File: src/rtl/viterbi_pkg.sv
// ---------------------------------------------------------------------------
// viterbi_pkg
// Shared types and helpers for the rate-1/2, K=3 (g0=7, g1=5 octal) Viterbi
// decoder: trellis constants, the trellis state type, the FSM encoding, the
// expected-symbol function of the code and a 2-bit Hamming distance helper.
// ---------------------------------------------------------------------------
package viterbi_pkg;

    localparam int K       = 3;
    localparam int NSTATES = 4;

    // Trellis state {u[n-1], u[n-2]}
    typedef logic [1:0] state_t;

    typedef enum logic {
        RUN   = 1'b0,
        FLUSH = 1'b1
    } fsm_t;

    // Code symbol {c0, c1} produced when input bit u is shifted into state s
    function automatic logic [1:0] exp_sym(input state_t s, input logic u);
        return {u ^ s[1] ^ s[0], u ^ s[0]};
    endfunction

    // Number of differing bits between two 2-bit symbols (0..2)
    function automatic logic [1:0] hamming2(input logic [1:0] a, input logic [1:0] b);
        logic [1:0] x;
        x = a ^ b;
        return {x[1] & x[0], x[1] ^ x[0]};
    endfunction

endpackage

File: src/rtl/viterbi_acs.sv
// ---------------------------------------------------------------------------
// viterbi_acs
// One add-compare-select cell. Adds each predecessor's path metric to its
// branch metric and keeps the smaller sum. On a tie the first predecessor
// (i_pm0, the {a,0} state) wins.
// Ports:
//   i_pm0, i_pm1  path metrics of the two predecessor states
//   i_bm0, i_bm1  branch metrics (0..2) of the two incoming branches
//   o_pm          selected (un-normalised) new path metric
//   o_dec         decision: 1 when predecessor 1 was chosen
// ---------------------------------------------------------------------------
module viterbi_acs #(
    parameter int METRIC_W = 6
) (
    input  logic [METRIC_W-1:0] i_pm0,
    input  logic [METRIC_W-1:0] i_pm1,
    input  logic [1:0]          i_bm0,
    input  logic [1:0]          i_bm1,
    output logic [METRIC_W-1:0] o_pm,
    output logic                o_dec
);

    logic [METRIC_W-1:0] w_cand0;
    logic [METRIC_W-1:0] w_cand1;

    // Metric spread stays small and the normaliser keeps values well below
    // the top of the range, so a same-width sum cannot wrap.
    assign w_cand0 = i_pm0 + {{(METRIC_W-2){1'b0}}, i_bm0};
    assign w_cand1 = i_pm1 + {{(METRIC_W-2){1'b0}}, i_bm1};

    assign o_dec = (w_cand1 < w_cand0);
    assign o_pm  = o_dec ? w_cand1 : w_cand0;

endmodule

File: src/rtl/viterbi_decoder.sv
// ---------------------------------------------------------------------------
// viterbi_decoder
// Hard-decision Viterbi decoder for the rate-1/2, K=3 convolutional code
// (g0=7, g1=5). Four ACS cells, register-exchange survivors of TB_DEPTH bits,
// decisions taken from the best state once the survivors are full, and a
// flush of state 0's survivor when a tail-terminated block ends.
//
// Ports:
//   clock      system clock, all logic on posedge
//   reset      synchronous active-high reset
//   in_valid   in_sym valid
//   in_ready   decoder can accept a symbol (RUN state, not in reset)
//   in_sym     code symbol {c0, c1}
//   in_last    final symbol of a tail-terminated block
//   out_valid  single-cycle pulse qualifying out_bit
//   out_bit    decoded data bit
//   out_last   final decoded bit of a block
//
// FSM:
//   state | meaning
//   RUN   | accepting symbols, emitting one bit per symbol once survivors are full
//   FLUSH | draining the pending bits of state 0's survivor, input stalled
// ---------------------------------------------------------------------------
module viterbi_decoder
    import viterbi_pkg::*;
#(
    parameter int TB_DEPTH = 16,
    parameter int METRIC_W = 6
) (
    input  logic       clock,
    input  logic       reset,
    input  logic       in_valid,
    output logic       in_ready,
    input  logic [1:0] in_sym,
    input  logic       in_last,
    output logic       out_valid,
    output logic       out_bit,
    output logic       out_last
);

    localparam int                  PW      = $clog2(TB_DEPTH);
    localparam logic [PW-1:0]       P_LAST  = PW'(TB_DEPTH - 1);
    localparam logic [PW-1:0]       P_ONE   = PW'(1);
    localparam logic [METRIC_W-1:0] PM_INIT = METRIC_W'(1 << (METRIC_W - 2));

    // Registers
    fsm_t                r_state;
    logic [METRIC_W-1:0] r_pm   [NSTATES];
    logic [TB_DEPTH-1:0] r_surv [NSTATES];
    logic [PW-1:0]       r_p;
    logic                r_out_valid;
    logic                r_out_bit;
    logic                r_out_last;

    // Combinational
    fsm_t                w_state_nxt;
    logic                w_accept;
    logic [1:0]          w_bm0      [NSTATES];
    logic [1:0]          w_bm1      [NSTATES];
    logic [METRIC_W-1:0] w_pm_acs   [NSTATES];
    logic [METRIC_W-1:0] w_pm_new   [NSTATES];
    logic                w_dec      [NSTATES];
    logic [TB_DEPTH-1:0] w_surv_sel [NSTATES];
    logic [TB_DEPTH-1:0] w_surv_new [NSTATES];
    logic                w_norm;
    state_t              w_best;
    logic [METRIC_W-1:0] w_best_pm;

    // -----------------------------------------------------------------------
    // Trellis: next state {u,a} is reached from {a,0} and {a,1} with input u
    // -----------------------------------------------------------------------
    for (genvar n = 0; n < NSTATES; n++) begin : g_acs
        localparam logic   U  = (n >= 2);
        localparam logic   A  = ((n % 2) == 1);
        localparam state_t P0 = {A, 1'b0};
        localparam state_t P1 = {A, 1'b1};

        assign w_bm0[n] = hamming2(in_sym, exp_sym(P0, U));
        assign w_bm1[n] = hamming2(in_sym, exp_sym(P1, U));

        viterbi_acs #(
            .METRIC_W (METRIC_W)
        ) u_acs (
            .i_pm0 (r_pm[P0]),
            .i_pm1 (r_pm[P1]),
            .i_bm0 (w_bm0[n]),
            .i_bm1 (w_bm1[n]),
            .o_pm  (w_pm_acs[n]),
            .o_dec (w_dec[n])
        );

        assign w_surv_sel[n] = w_dec[n] ? r_surv[P1] : r_surv[P0];
        assign w_surv_new[n] = {w_surv_sel[n][TB_DEPTH-2:0], U};

        // Subtracting half range from every metric at once keeps ordering
        assign w_pm_new[n] = w_norm ? {1'b0, w_pm_acs[n][METRIC_W-2:0]} : w_pm_acs[n];
    end

    assign w_norm = w_pm_acs[0][METRIC_W-1] & w_pm_acs[1][METRIC_W-1] &
                    w_pm_acs[2][METRIC_W-1] & w_pm_acs[3][METRIC_W-1];

    // Best state on the post-ACS metrics; strict compare favours the lowest index
    always_comb begin
        w_best    = '0;
        w_best_pm = w_pm_new[0];
        for (int i = 1; i < NSTATES; i++) begin
            if (w_pm_new[i] < w_best_pm) begin
                w_best    = state_t'(i);
                w_best_pm = w_pm_new[i];
            end
        end
    end

    // -----------------------------------------------------------------------
    // FSM: state register / next state / outputs
    // -----------------------------------------------------------------------
    always_ff @(posedge clock) begin
        if (reset) begin
            r_state <= RUN;
        end else begin
            r_state <= w_state_nxt;
        end
    end

    always_comb begin
        w_state_nxt = r_state;
        case (r_state)
            RUN: begin
                if (w_accept && in_last) begin
                    w_state_nxt = FLUSH;
                end
            end
            FLUSH: begin
                if (r_p == P_ONE) begin
                    w_state_nxt = RUN;
                end
            end
            default: w_state_nxt = RUN;
        endcase
    end

    // in_ready is gated by reset directly so it is low while reset is held
    always_comb begin
        in_ready = 1'b0;
        if ((r_state == RUN) && !reset) begin
            in_ready = 1'b1;
        end
        w_accept = in_valid && in_ready;
    end

    // -----------------------------------------------------------------------
    // Datapath: metrics, survivors, pending count, output register
    // -----------------------------------------------------------------------
    always_ff @(posedge clock) begin
        if (reset) begin
            for (int i = 0; i < NSTATES; i++) begin
                r_pm[i]   <= (i == 0) ? '0 : PM_INIT;
                r_surv[i] <= '0;
            end
            r_p         <= '0;
            r_out_valid <= 1'b0;
            r_out_bit   <= 1'b0;
            r_out_last  <= 1'b0;
        end else begin
            r_out_valid <= 1'b0;
            r_out_bit   <= 1'b0;
            r_out_last  <= 1'b0;
            case (r_state)
                RUN: begin
                    if (w_accept) begin
                        for (int i = 0; i < NSTATES; i++) begin
                            r_pm[i]   <= w_pm_new[i];
                            r_surv[i] <= w_surv_new[i];
                        end
                        if (r_p == P_LAST) begin
                            r_out_valid <= 1'b1;
                            r_out_bit   <= w_surv_new[w_best][TB_DEPTH-1];
                        end else begin
                            r_p <= r_p + P_ONE;
                        end
                    end
                end
                FLUSH: begin
                    // Tail termination forces the true path into state 0
                    r_out_valid <= 1'b1;
                    r_out_bit   <= r_surv[0][r_p - P_ONE];
                    r_p         <= r_p - P_ONE;
                    if (r_p == P_ONE) begin
                        r_out_last <= 1'b1;
                        for (int i = 0; i < NSTATES; i++) begin
                            r_pm[i]   <= (i == 0) ? '0 : PM_INIT;
                            r_surv[i] <= '0;
                        end
                    end
                end
                default: ;
            endcase
        end
    end

    assign out_valid = r_out_valid;
    assign out_bit   = r_out_bit;
    assign out_last  = r_out_last;

endmodule

File: config.mk
export PLATFORM = sky130hd
export DESIGN_NAME = viterbi_decoder
export DESIGN_NICKNAME = d
export VERILOG_FILES = /design/src/rtl/viterbi_pkg.sv /design/src/rtl/viterbi_acs.sv /design/src/rtl/viterbi_decoder.sv
export SDC_FILE = /design/constraint.sdc
export NUM_CORES = 1
export LEC_CHECK = 0
export CORE_MARGIN = 2
export CORE_UTILIZATION = 60
export CTS_BUF_LIST = sky130_fd_sc_hd__clkbuf_4
export DETAILED_ROUTE_END_ITERATION = 8
export PLACE_DENSITY = 0.75
export SLEW_MARGIN = 20
export SYNTH_ARGS = -nofsm -noshare
export SYNTH_HDL_FRONTEND = slang
export SYNTH_SLANG_ARGS = --single-unit
File: constraint.sdc
create_clock -name clock -period 19.1 [get_ports clock]
set_input_delay 2.865 -clock clock [delete_from_list [all_inputs] [get_ports clock]]
set_output_delay 2.865 -clock clock [all_outputs]
set_load 0.02 [all_outputs]
After elaboration in Yosys (flattened, before gate mapping)
Memory sizes are Yosys's and may differ from the RTL's.
Cells that the tools add are included.
{ "word_totals": {"ff_bits": 8, "mem_bits_rw": 88, "input_bits": 6, "word_cells": 128, "memories": 2} }
{ "op_classes": {"add_sub_neg": 10, "n_lt_le_gt_ge": 9, "n_eq_ne": 4, "mux": 61, "bitwise": 32, "n_reduce_logical": 5} }
{ "mem_list": {"columns": ["memory", "words", "width", "rd", "rd_clocked_by_memory_dff", "write_ports", "line", "source"], "rows": [
  ["r_surv", 4, 16, 4, 0, 4, "viterbi_decoder.sv:49", "logic [TB_DEPTH-1:0] r_surv [NSTATES];"],
  ["r_pm", 4, 6, 4, 0, 4, "viterbi_decoder.sv:48", "logic [METRIC_W-1:0] r_pm [NSTATES];"]
]} }
{ "ops": {"columns": ["cell", "count"], "rows": [
  ["16-bit 2-to-1 mux", 10],
  ["6-bit 2-to-1 mux", 18],
  ["15-bit 2-to-1 mux", 4],
  ["6-bit by 2-bit adder with 6-bit output", 8],
  ["6-bit < comparator", 7],
  ["16-bit binary-select mux with 2-bit select", 1],
  ["1-bit 2-to-1 mux", 19],
  ["1-bit OR", 16],
  ["4-bit 2-to-1 mux", 2],
  ["4-bit case mux with 2 select lines", 1],
  ["1-bit AND", 7],
  ["1-bit case mux with 2 select lines", 3],
  ["4-bit by 5-bit < comparator with 1-bit output (second input constant)", 1],
  ["4-bit by 1-bit adder with 4-bit output (second input constant)", 1],
  ["1-bit binary-select mux with 4-bit select", 1],
  ["4-bit by 1-bit equality test with 1-bit output (second input constant)", 1],
  ["4-bit equality test (second input constant)", 1],
  ["2-bit 2-to-1 mux", 2],
  ["2-bit != test (second input constant)", 2],
  ["4-bit by 1-bit subtractor with 4-bit output (second input constant)", 1],
  ["1-bit bitwise XOR", 4],
  ["3-bit >= comparator (second input constant)", 1],
  ["1-bit logical AND", 3],
  ["1-bit inverter", 3],
  ["4 further kinds", 4]
]} }

Logic depth before layout (Yosys ltp)
Gate-level depths: netlist of the first run.
{ "depth": {"ltp_word": 22, "depth_mapped": 42, "depth_no_buf": 39} }

By module
Synthesis of the first run repeated with hierarchy kept, for this count alone.
{ "unflattened": {"hier_cells": 626, "area_unflattened_um2": 6153.4} }
{ "by_module_without_submodules": {"columns": ["mod", "instances", "cells_each", "area_per_inst_um2", "seq_area_each_um2"], "rows": [
  ["viterbi_decoder", 1, 426, 4399.2, 2172.1],
  ["viterbi_acs (g_acs[1].u_acs ...)", 3, 50, 439.2, 0.0],
  ["viterbi_acs (g_acs[0].u_acs)", 1, 50, 436.7, 0.0]
]} }

Least setup slack after synthesis of the first run
No wires, ideal clock.
{ "synth_path": {"kind": "input to register", "start": "in in_sym[0]", "end": "reg r_out_bit, in the netlist out_bit", "setup_time_ns": 0.122, "t_arrival_ns": 9.917, "t_required_ns": 18.978, "setup_slack_ns": 9.061, "path_stages": 38, "n_path_buf": 2, "path_cell_list": "inv_1 -> ha_1 -> ha_1 -> ha_1 -> a21o_1 -> xnor2_1 -> ha_1 -> a21o_1 -> a31oi_1 -> maj3_1 -> o21ai_0 -> a21oi_1 -> clkbuf_1 -> nor2_1 -> a21oi_1 -> ha_1 -> and2_1 -> o21ai_0 -> [2 not listed] -> mux2_2 -> ha_1 -> a21o_1 -> a21o_1 -> a21oi_1 -> nand2_1 -> nor2_1 -> a31o_1 -> buf_2 -> nand2_1 -> o21a_1 -> ha_1 -> and4_1 -> o21ai_0 -> nor2_1 -> and3_1 -> a311o_1 -> a311o_1"} }
{ "synth_between": {"elab_chain_len": 22, "word_cells_on_any_way": 52, "classes_between": "add/sub (8); order compare (7); mux (23); bitwise (14)"} }
{ "synth_rtl": {"columns": ["element", "line", "source"], "rows": [
  ["from (decl)", "viterbi_decoder.sv:34", "input logic [1:0] in_sym,"],
  ["2-bit inverter (no line) or 1-bit inverter (tied branches)", null, null],
  ["1-bit bitwise XOR or 1-bit AND (tied branches)", "viterbi_pkg.sv:29", "return {x[1] & x[0], x[1] ^ x[0]};"],
  ["6-bit by 2-bit adder with 6-bit output", "viterbi_acs.sv:29", "assign w_cand1 = i_pm1 + {{(METRIC_W-2){1'b0}}, i_bm1};"],
  ["6-bit < comparator", "viterbi_acs.sv:31", "assign o_dec = (w_cand1 < w_cand0);"],
  ["6-bit 2-to-1 mux", "viterbi_acs.sv:32", "assign o_pm = o_dec ? w_cand1 : w_cand0;"],
  ["1-bit AND (2 in series)", "viterbi_decoder.sv:99", "assign w_norm = w_pm_acs[0][METRIC_W-1] & w_pm_acs[1][METRIC_W-1] &"],
  ["1-bit AND", "viterbi_decoder.sv:100", "w_pm_acs[2][METRIC_W-1] & w_pm_acs[3][METRIC_W-1];"],
  ["6-bit 2-to-1 mux", "viterbi_decoder.sv:96", "assign w_pm_new[n] = w_norm ? {1'b0, w_pm_acs[n][METRIC_W-2:0]} : w_pm_acs[n];"],
  ["[4 not listed]", null, null],
  ["6-bit < comparator", "viterbi_decoder.sv:107", "if (w_pm_new[i] < w_best_pm) begin"],
  ["2-bit 2-to-1 mux", "viterbi_decoder.sv:107", null],
  ["2-bit inverter with 3-bit output (not written as such)", "viterbi_decoder.sv:177", "r_out_bit <= w_surv_new[w_best][TB_DEPTH-1];"],
  ["16-bit binary-select mux with 2-bit select *", "viterbi_decoder.sv:177", null],
  ["16-bit 2-to-1 mux (not written as such) * (2 in series)", "viterbi_decoder.sv:177", null],
  ["1-bit 2-to-1 mux *", "viterbi_decoder.sv:175", "if (r_p == P_LAST) begin"],
  ["1-bit 2-to-1 mux *", "viterbi_decoder.sv:170", "if (w_accept) begin"],
  ["1-bit case mux with 2 select lines *", "viterbi_decoder.sv:168", "case (r_state)"],
  ["to (signal assigned)", "viterbi_decoder.sv:177", null],
  ["to (signal assigned)", "viterbi_decoder.sv:186", "r_out_bit <= r_surv[0][r_p - P_ONE];"],
  ["to (decl)", "viterbi_decoder.sv:52", "logic r_out_bit;"]
]} }
Mark *: on every way between the ends. The rest lies on a longest branch, timed or not. The select of a mux whose other input is x is not followed.
A chain may end at the register's enable or synchronous reset.

Final worst setup path of the first run
Ends and elaborated chain as after synthesis.

==> results of run 1 <==
==> per-stage QoR <==
step / utilization / total power [mW] / worst slack [ns] / hold slack (ns) / cell area (um^2)
detailed placement: 0.635 / 0.833 / 7.56 / 0.461 / 6550
finish: 0.645 / 0.928 / 7.91 / 0.483 / 6660
floorplan: - / 0.705 / 9.06 / 0.434 / 6390
global placement: 0.635 / 0.814 / 7.84 / 0.448 / 6550
CTS: 0.645 / 0.926 / 8.01 / 0.482 / 6660
global route: 0.645 / 1.00 / 7.24 / 0.530 / 6660
==> placed cells by master (no fill, tap or decap), types with 3 or more instances in the layout <==
cell	instances
mux4_2	3
mux2i_1	63
clkbuf_4	10
mux2_2	6
o311a_1	3
a21o_1	14
buf_4	9
a21oi_1	30
nand4_1	4
xnor2_1	19
edfxtp_1	39
nor2_1	73
o221ai_1	3
xor2_1	23
o21ai_0	48
o22ai_1	3
nor3_1	3
nand2b_1	8
ha_1	54
a211oi_1	29
a31oi_1	6
clkdlybuf4s50_1	9
clkinv_2	3
inv_1	28
a22o_1	6
nand2_1	37
and3_1	13
dfxtp_1	50
o21a_1	3
a21oi_2	3
and2_1	14
or3_1	3
nor2b_1	11
==> power by group through the flow <==
stage | combinational, mW | clock, mW | sequential (mW)
2_1_floorplan | 0.461 | 0 | 0.244
3_3_place_gp | 0.553 | 0 | 0.261
3_5_place_dp | 0.572 | 0 | 0.262
4_1_cts | 0.576 | 0.0930 | 0.257
5_1_grt | 0.639 | 0.0993 | 0.262
6_report | 0.579 | 0.0911 | 0.258
==> sequential cells by signal (all words and copies together) (netlist names) <==
register / count
r_surv: 57
out_bit: 1
out_valid: 1
r_pm: 24
r_p: 4
out_last: 1
r_state: 1
==> cells by family (layout without fill, tap and decap cells) <==
logic type	count (synthesis)	after routing	synth area share
compound gates	174	174	0.188
xor+xnor	42	42	0.0576
fa+ha+maj	55	55	0.107
buf+inv	72	64	0.0466
flops	89	89	0.340
mux	76	76	0.130
simple gates	177	177	0.132
==> metal layers <==
metal / share of wire / wire [um] / track usage / up-vias
li1: - / - / - / 2454
met4: 0.027 / 423 / 0.111 / 0
met1: 0.42 / 6560 / 0.356 / 2460
met3: 0.046 / 705 / 0.0328 / 29
met5: 0 / 0 / 0 / -
met2: 0.50 / 7790 / 0.495 / 134
==> worst max-delay path by stage <==
stage / end / slack, ns / cells past startpoint / startpoint
3_5_place_dp: out_bit / 7.56 / 38 / in_sym[0]
6_report: out_bit / 7.91 / 38 / in_sym[0]
3_3_place_gp: out_bit / 7.84 / 38 / in_sym[0]
4_1_cts: out_bit / 8.01 / 38 / in_sym[0]
2_1_floorplan: out_bit / 9.06 / 38 / in_sym[0]
5_1_grt: out_bit / 7.24 / 38 / in_sym[0]
==> layout make-up <==
| class | instances | area, um^2 |
|---|---|---|
| repair buffers | 18 | 158 |
| clock inverters | 6 | 35.0 |
| fillers | 906 | 3660 |
| multi-input cells | 524 | 3940 |
| well taps | 136 | 170 |
| inverters | 30 | 113 |
| clock buffers | 10 | 75.1 |
| flip-flops and latches | 89 | 2170 |
==> critical path, delay by kind of cell <==
family | cells | cell delay, ns
AO/OA/AOI/OAI | 16 | 3.42
adder cells (fa/ha/maj) | 8 | 2.28
AND/OR/NAND/NOR | 9 | 1.33
buffers and inverters | 3 | 1.00
multiplexers | 1 | 0.40
XOR/XNOR | 1 | 0.22
==> results.txt, run 1 <==
final worst path period share - 0.586
die area - 0.0115 mm^2
routed wire length - 15500 um
# setup viols final - 0
deepest clock path buffer count - 2
Synthesized Nets - 745
Comb pwr share - 0.624
Hold-fix buffers, CTS - 0
RR Endpoint - out_bit
DR pass1 iterations - 4
initial antenna violation count - 0
Yosys reg bits - 89
RePlAce Congestion - 0.919
number of global-route vias before repair - 5099
reg-to-reg startpoint - r_pm[1][1]
setup_tns - 0 ns
die height - 107 um
Crit Path Class - in -> reg
Data arrival, critical path - 11.54 ns
Startpoint Class - input pin
Num CTS Buffers - 9
root buffer cell - clkbuf_4
Mapped Area - 0.00639 mm^2
CTS tree - done
class of the worst hold path - reg -> reg
total of max-cap violations - 0
Clock Latency Late Sink - 0.46 ns
Max Slew Vio Count - 0
worst-margin pin slew - 1.05 ns
Post-DP HPWL - 10900 um
switching part of the total - 0.459
vias per inst - 6.24
Synth top area share - 0.183
CP max stage cell - clkdlybuf4s50_1
ys async rst share - 0
Ports - 10
final hold vios - 0
Syn-to-layout area delta - 4.27%
worst-path maximum fanout - 19
RSZ-0062 raised after global routing - false
Worst path most repeated cell - ha_1
Post-synth EDFFs - 39
hold path start - r_surv[2][0]
H-tree depth - 3
share of cells above drive strength 1 - 0.0753
DRC - 0
Ant. Diodes - 0
top cells by count, synth - nor2_1, mux2i_1, ha_1
Flop pwr share - 0.278
Seq/Total Area, Yosys - 0.340
wire per inst - 19.0 um
leakage - 2.75 nW
Core Area - 0.0103 mm^2
Nets - 732
post-route ant nets - 0
Max Fclk - 89.4 MHz
initial DRC count - 336
Final Non-Filler Cells - 813
GRT Overall Usage - 0.283
row count - 37
Overflow after GRT - 0
Crit. End Element - flop
Tmin final - 11.19 ns
Worst EP required - 19.46 ns
design internal power - 502 uW
placed instance count - 797
pwr/cell area - 139 mW/mm^2
Starting Density - 0.619
worst hold path depth - 2
Worst Reg-to-Reg Cells - 35
most frequent cell after synthesis - nor2_1
die width - 107 um
Fin Clk Skew - 0.0145 ns
Synth Instances - 685
cell taking the most area after synthesis - edfxtp_1
ranking of synthesized cells by area - edfxtp_1, dfxtp_1, ha_1
YS warnings - 0
first-pass GRT wire length - 25500 um
Worst IR Drop VDD - 69.8 uV
clock share of power - 0.098
status - completed
DR vias - 5077
Top FF cell, synth - dfxtp_1
mean post-synth cell area - 9.33 um^2
hold path endpoint - r_surv[2][0]
largest net degree at the start of global routing - 46
synth unique cells - 68
total clock sinks - 89
sw power - 426 uW
Setup Fix Bufs, Post-CTS - 0
PortBufs - 9
flop-to-flop setup slack - 10.90 ns
relative slew slack - 0.302
cts repair resizes - 0
CP peak stage delay - 0.56 ns
Clock transition at path regs - 0.14 ns
(Power assumes the default switching activity.)
==> inputs of run 2 (changes only) <==
--- a/config.mk
+++ b/config.mk
@@ -6,10 +6,10 @@
 export NUM_CORES = 1
 export LEC_CHECK = 0
 export CORE_MARGIN = 2
-export CORE_UTILIZATION = 60
+export CORE_UTILIZATION = 59
 export CTS_BUF_LIST = sky130_fd_sc_hd__clkbuf_4
 export DETAILED_ROUTE_END_ITERATION = 8
-export PLACE_DENSITY = 0.75
+export PLACE_DENSITY = 0.77
 export SLEW_MARGIN = 20
 export SYNTH_ARGS = -nofsm -noshare
 export SYNTH_HDL_FRONTEND = slang
==> constraint.sdc (replaced) <==
create_clock -name clock -period 9.3 [get_ports clock]
set_input_delay 1.395 -clock clock [delete_from_list [all_inputs] [get_ports clock]]
set_output_delay 1.395 -clock clock [all_outputs]
set_load 0.02 [all_outputs]
==> run 2 against run 1 <==
Clock power rose by 140%. Worst setup slack got worse by 7.4 ns. Highest routed layer unchanged. Critical path depth is 2 lower. Non-clock buffer count is 14 higher. Via count increased by 1.5%. Combinational power is 120% higher.
==> results.txt, run 2 (synthesis gave the netlist of run 1 again) <==
Worst IR Drop VDD - 142 uV (+100%)
placed instance count - 813 (+2.0%)
deepest clock path buffer count - 2 (unchanged)
Tmin final - 8.77 ns
first-pass GRT wire length - 24600 um (-3.6%)
Data arrival, critical path - 9.12 ns (-2.42 ns)
worst-margin pin slew - 1.00 ns (-0.0459 ns)
root buffer cell - clkbuf_4
final instance area - 0.00683 mm^2 (+2.4%)
CTS tree - done
Worst EP required - 9.65 ns (-9.81 ns)
Crit Path Class - in -> reg
die width - 108 um (+0.82%)
flop-to-flop setup slack - 1.87 ns (-9.03 ns)
pwr/cell area - 294 mW/mm^2 (+110%)
hold path start - r_surv[2][0]
GRT Overall Usage - 0.270 (-0.0126)
Starting Density - 0.597 (-0.0216)
fillers - 890 (-1.8%)
DR pass1 iterations - 6 (+2)
RSZ-0062 raised after global routing - false
Max Slew Vio Count - 0 (unchanged)
max reg flops - 57 (unchanged)
Core Area - 0.0107 mm^2 (+3.6%)
initial DRC count - 393 (+17%)
class of the worst hold path - reg -> reg
relative slew slack - 0.333 (+0.0306)
Final Non-Filler Cells - 831 (+2.2%)
leakage - 2.83 nW (+2.9%)
DR vias - 5153 (+1.5%)
Fin Clk Skew - 0.0105 ns (-0.00406 ns)
total clock sinks - 89 (unchanged)
initial antenna violation count - 0 (unchanged)
Clock Latency Late Sink - 0.45 ns (about the same)
routed wire length - 15400 um (-0.39%)
Max Fclk - 114 MHz
share of cells above drive strength 1 - 0.0984 (+0.0231)
Ant. Diodes - 0 (unchanged)
hold path endpoint - r_surv[2][0]
CP peak stage delay - 0.47 ns (-0.09 ns)
CP max stage cell - clkdlybuf4s50_1
Nets - 746 (+1.9%)
top flop regs - r_surv: 57 flops, r_pm: 24 flops, r_p: 4 flops
Power, Total - 2.01 mW (+120%)
largest net degree at the start of global routing - 46 (unchanged)
final hold slack - 0.476 ns (-0.00705 ns)
post-route ant nets - 0 (unchanged)
worst-path maximum fanout - 8 (-11)
Worst path most repeated cell - ha_1
DRC - 0 (unchanged)
die height - 108 um (+0.82%)
total of max-cap violations - 0 (unchanged)
number of global-route vias before repair - 4971 (-2.5%)
wire per inst - 18.6 um (-2.6%)
Startpoint Class - input pin
Worst Reg-to-Reg Cells - 33 (-5.7%)
Syn-to-layout area delta - 6.81%
Ports - 10 (unchanged)
Crit. End Element - flop
Overflow after GRT - 0 (unchanged)
H-tree depth - 3 (unchanged)
die area - 0.0117 mm^2 (+1.6%)
commonest non-fill, non-tap cell in the layout - nor2_1
worst hold path depth - 2 (unchanged)
# setup viols final - 0 (unchanged)
Post-DP HPWL - 11200 um (+2.8%)
final hold vios - 0 (unchanged)
RR Endpoint - out_bit
reg-to-reg startpoint - r_pm[1][1]
status - completed
final worst path period share - 0.943
PortBufs - 9 (unchanged)
Clock transition at path regs - 0.13 ns (about the same)
vias per inst - 6.20 (-0.70%)
Num CTS Buffers - 9 (unchanged)
Post-DP Area - 0.00665 mm^2 (+1.5%)
row count - 38 (+2.7%)
most frequent cells in the layout - nor2_1, mux2i_1, ha_1
RePlAce Congestion - 0.954 (+3.8%)
register name with the most flops - r_surv
[run 2: worst max-delay path: cells and delay by family]
kind                     cells  cell delay [ns]
AND/OR/NAND/NOR              7             0.92
XOR/XNOR                     1             0.21
buffers and inverters        3             0.71
AO/OA/AOI/OAI               14             2.82
multiplexers                 3             0.82
adder cells (fa/ha/maj)      8             2.24
[run 2: worst max path at each step]
stage / slack (ns) / cells past startpoint / end / startpoint
3_3_place_gp: 0.1 / 37 / out_bit / in_sym[0]
3_5_place_dp: -0.11 / 37 / out_bit / in_sym[0]
5_1_grt: 0.02 / 36 / out_bit / in_sym[0]
4_1_cts: 0.37 / 36 / out_bit / in_sym[0]
6_report: 0.53 / 36 / out_bit / in_sym[0]
2_1_floorplan: 0.73 / 38 / out_bit / in_sym[0]
[run 2: power breakdown]
part	switching (mW)	total (mW)	internal, mW
logic	0.696	1.26	0.560
registers	0.0650	0.532	0.467
clock network	0.137	0.223	0.0855
total	0.898	2.01	1.11
[run 2: layer usage]
| layer | global-route usage | part of all wire |
|---|---|---|
| met1 | 0.337 | 0.44 |
| met3 | 0.0368 | 0.038 |
| met2 | 0.464 | 0.49 |
| met4 | 0.126 | 0.032 |
| met5 | 0 | 0 |
[run 2: repair_timing]
action,CTS,global route
setup buffers,0,2
resized for setup,0,6
setup endpoints to repair,0,1
hold buffers,0,0
[run 2: layout make-up]
| class | count | area [um^2] | share of cell area |
|---|---|---|---|
| clock buffers | 10 | 75.1 | 0.0110 |
| clock inverters | 6 | 66.3 | 0.00971 |
| inverters | 30 | 113 | 0.0165 |
| multi-input cells | 524 | 3960 | 0.580 |
| flip-flops and latches | 89 | 2170 | 0.318 |
| well taps | 140 | 175 | 0.0257 |
| repair buffers | 32 | 263 | 0.0385 |
[run 2: per-stage QoR]
step           setup TNS, ns  worst slack (ns)   util
4_1_cts                    0             0.366  0.635
5_1_grt                    0            0.0174  0.638
3_5_place_dp          -0.113            -0.113  0.622
6_report                   0             0.528  0.638
2_1_floorplan              0             0.731      -
3_3_place_gp               0            0.0960  0.622
==> RTL change (config.mk and constraints of run 2) <==
`METRIC_W` is set to 6 in 2 places; all go to 5.
--- a/src/rtl/viterbi_acs.sv
+++ b/src/rtl/viterbi_acs.sv
@@ -11,5 +11,5 @@
 // ---------------------------------------------------------------------------
 module viterbi_acs #(
-    parameter int METRIC_W = 6
+    parameter int METRIC_W = 5
 ) (
     input  logic [METRIC_W-1:0] i_pm0,
--- a/src/rtl/viterbi_decoder.sv
+++ b/src/rtl/viterbi_decoder.sv
@@ -26,5 +26,5 @@
 #(
     parameter int TB_DEPTH = 16,
-    parameter int METRIC_W = 6
+    parameter int METRIC_W = 5
 ) (
     input  logic       clock,
Formal check against the unedited RTL: same outputs for any inputs over 4 cycles, from zero or initial values and one cycle with reset high; that may be too few to reach the edited logic, so the function may still have changed.
==> RTL change against run 2 <==
- total power rose by 9.7%
- setup slack improved by 69 ps
- sequential cell count fell by 4
- via count fell by 8.3%
- count of clock-buffer cells in the layout did not move
- core utilization rose by 0.49 points
- cell area fell by 8.8%
- synthesized area fell by 8.8%
- wire length fell by 11%
- sequential power fell by 4.9%
==> RTL change: results (changes against run 2) <==
| Metric | Value |
|---|---|
| M1 GR Usage | `0.341 (was 0.337)` |
| FF/Latch Area | `2070 µm² (was 2170 µm²)` |
| Commonest cells post-synth | `64 x nand2_1, 57 x mux2i_1, 51 x nor2_1, 48 x dfxtp_1 (was 73 x nor2_1, 63 x mux2i_1, 54 x ha_1, 50 x dfxtp_1, 48 x o21ai_0)` |
| Worst vdd ir | `190 µV (was 142 µV)` |
| Final RePlAce weighted congestion | `0.886 (was 0.954)` |
| DR WL met2 | `6.75 mm (was 7.62 mm)` |
| Mean area per synthesized cell | `9.17 µm² (was 9.33 µm²)` |
| Leak pwr | `0.00254 µW (was 0.00283 µW)` |
| Min Hold Slack | `478 ps (was 476 ps)` |
| Status | `completed (unchanged)` |
| Pre-CTS WS | `119 ps (was -113 ps)` |
| Total track usage | `0.267 (was 0.270)` |
| Setup Skew | `19.6 ps (was 10.5 ps)` |
| Seq pwr share | `0.229 (was 0.265)` |
| Post-route insts no fill | `769 (was 831)` |
| Post-synth EDFFs | `37 (was 39)` |
| Via density | `6.15 (was 6.20)` |
| WP data arrival | `9070 ps (was 9120 ps)` |
| Final net count | `684 (was 746)` |
| # placed instances | `753 (was 813)` |
| Routing usage on met3 | `0.0282 (was 0.0368)` |
| Layout cells sized above 1 | `0.0849 (was 0.0984)` |
| Fillers | `791 (was 890)` |
| Hold Crit Endpoint | `r_pm[0][0] (was r_surv[2][0])` |
| Worst hold start | `r_pm[0][0] (was r_surv[2][0])` |
| Biggest regs | `r_surv (57), r_pm (20), r_p (4) (was r_surv (57), r_pm (24), r_p (4))` |
| DR iter-0 viols | `272 (was 393)` |
| Pin count of the biggest net entering global routing | `39 (was 46)` |
| Clock period minus final worst setup slack | `8700 ps (was 8770 ps)` |
| Switch share | `0.459 (was 0.447)` |
| Drt total wl | `13.8 mm (was 15.4 mm)` |
==> RTL change: cell types whose count changed after synthesis, sizes merged, moves of 8 or more <==
cell / delta
mux2i: -8
nand2: +28
and2: -8
a21oi: +9
nor2: -23
==> RTL change: worst register-to-register path: cells and delay by family, from the launching register on <==
family	cells	cell delay (ps)
xor gates and xnor gates	1	290
adders and majority gates	6	1670
muxes	2	680
and+or+nand+nor	5	720
AOI/OAI and AO/OA	16	2810
buffers and inverters	3	340
DFF	1	540
==> RTL change: cells by family (layout without fill, tap and decap cells) <==
logic type	count (synthesis)	in the layout	share of synthesized area
AND/OR/NAND/NOR	167	167	0.130
buffers and inverters	67	67	0.0463
adder cells (fa/ha/maj)	49	49	0.105
XOR/XNOR	36	36	0.0541
multiplexers	66	66	0.121
AO/OA/AOI/OAI	166	166	0.189
flip-flops	85	85	0.355
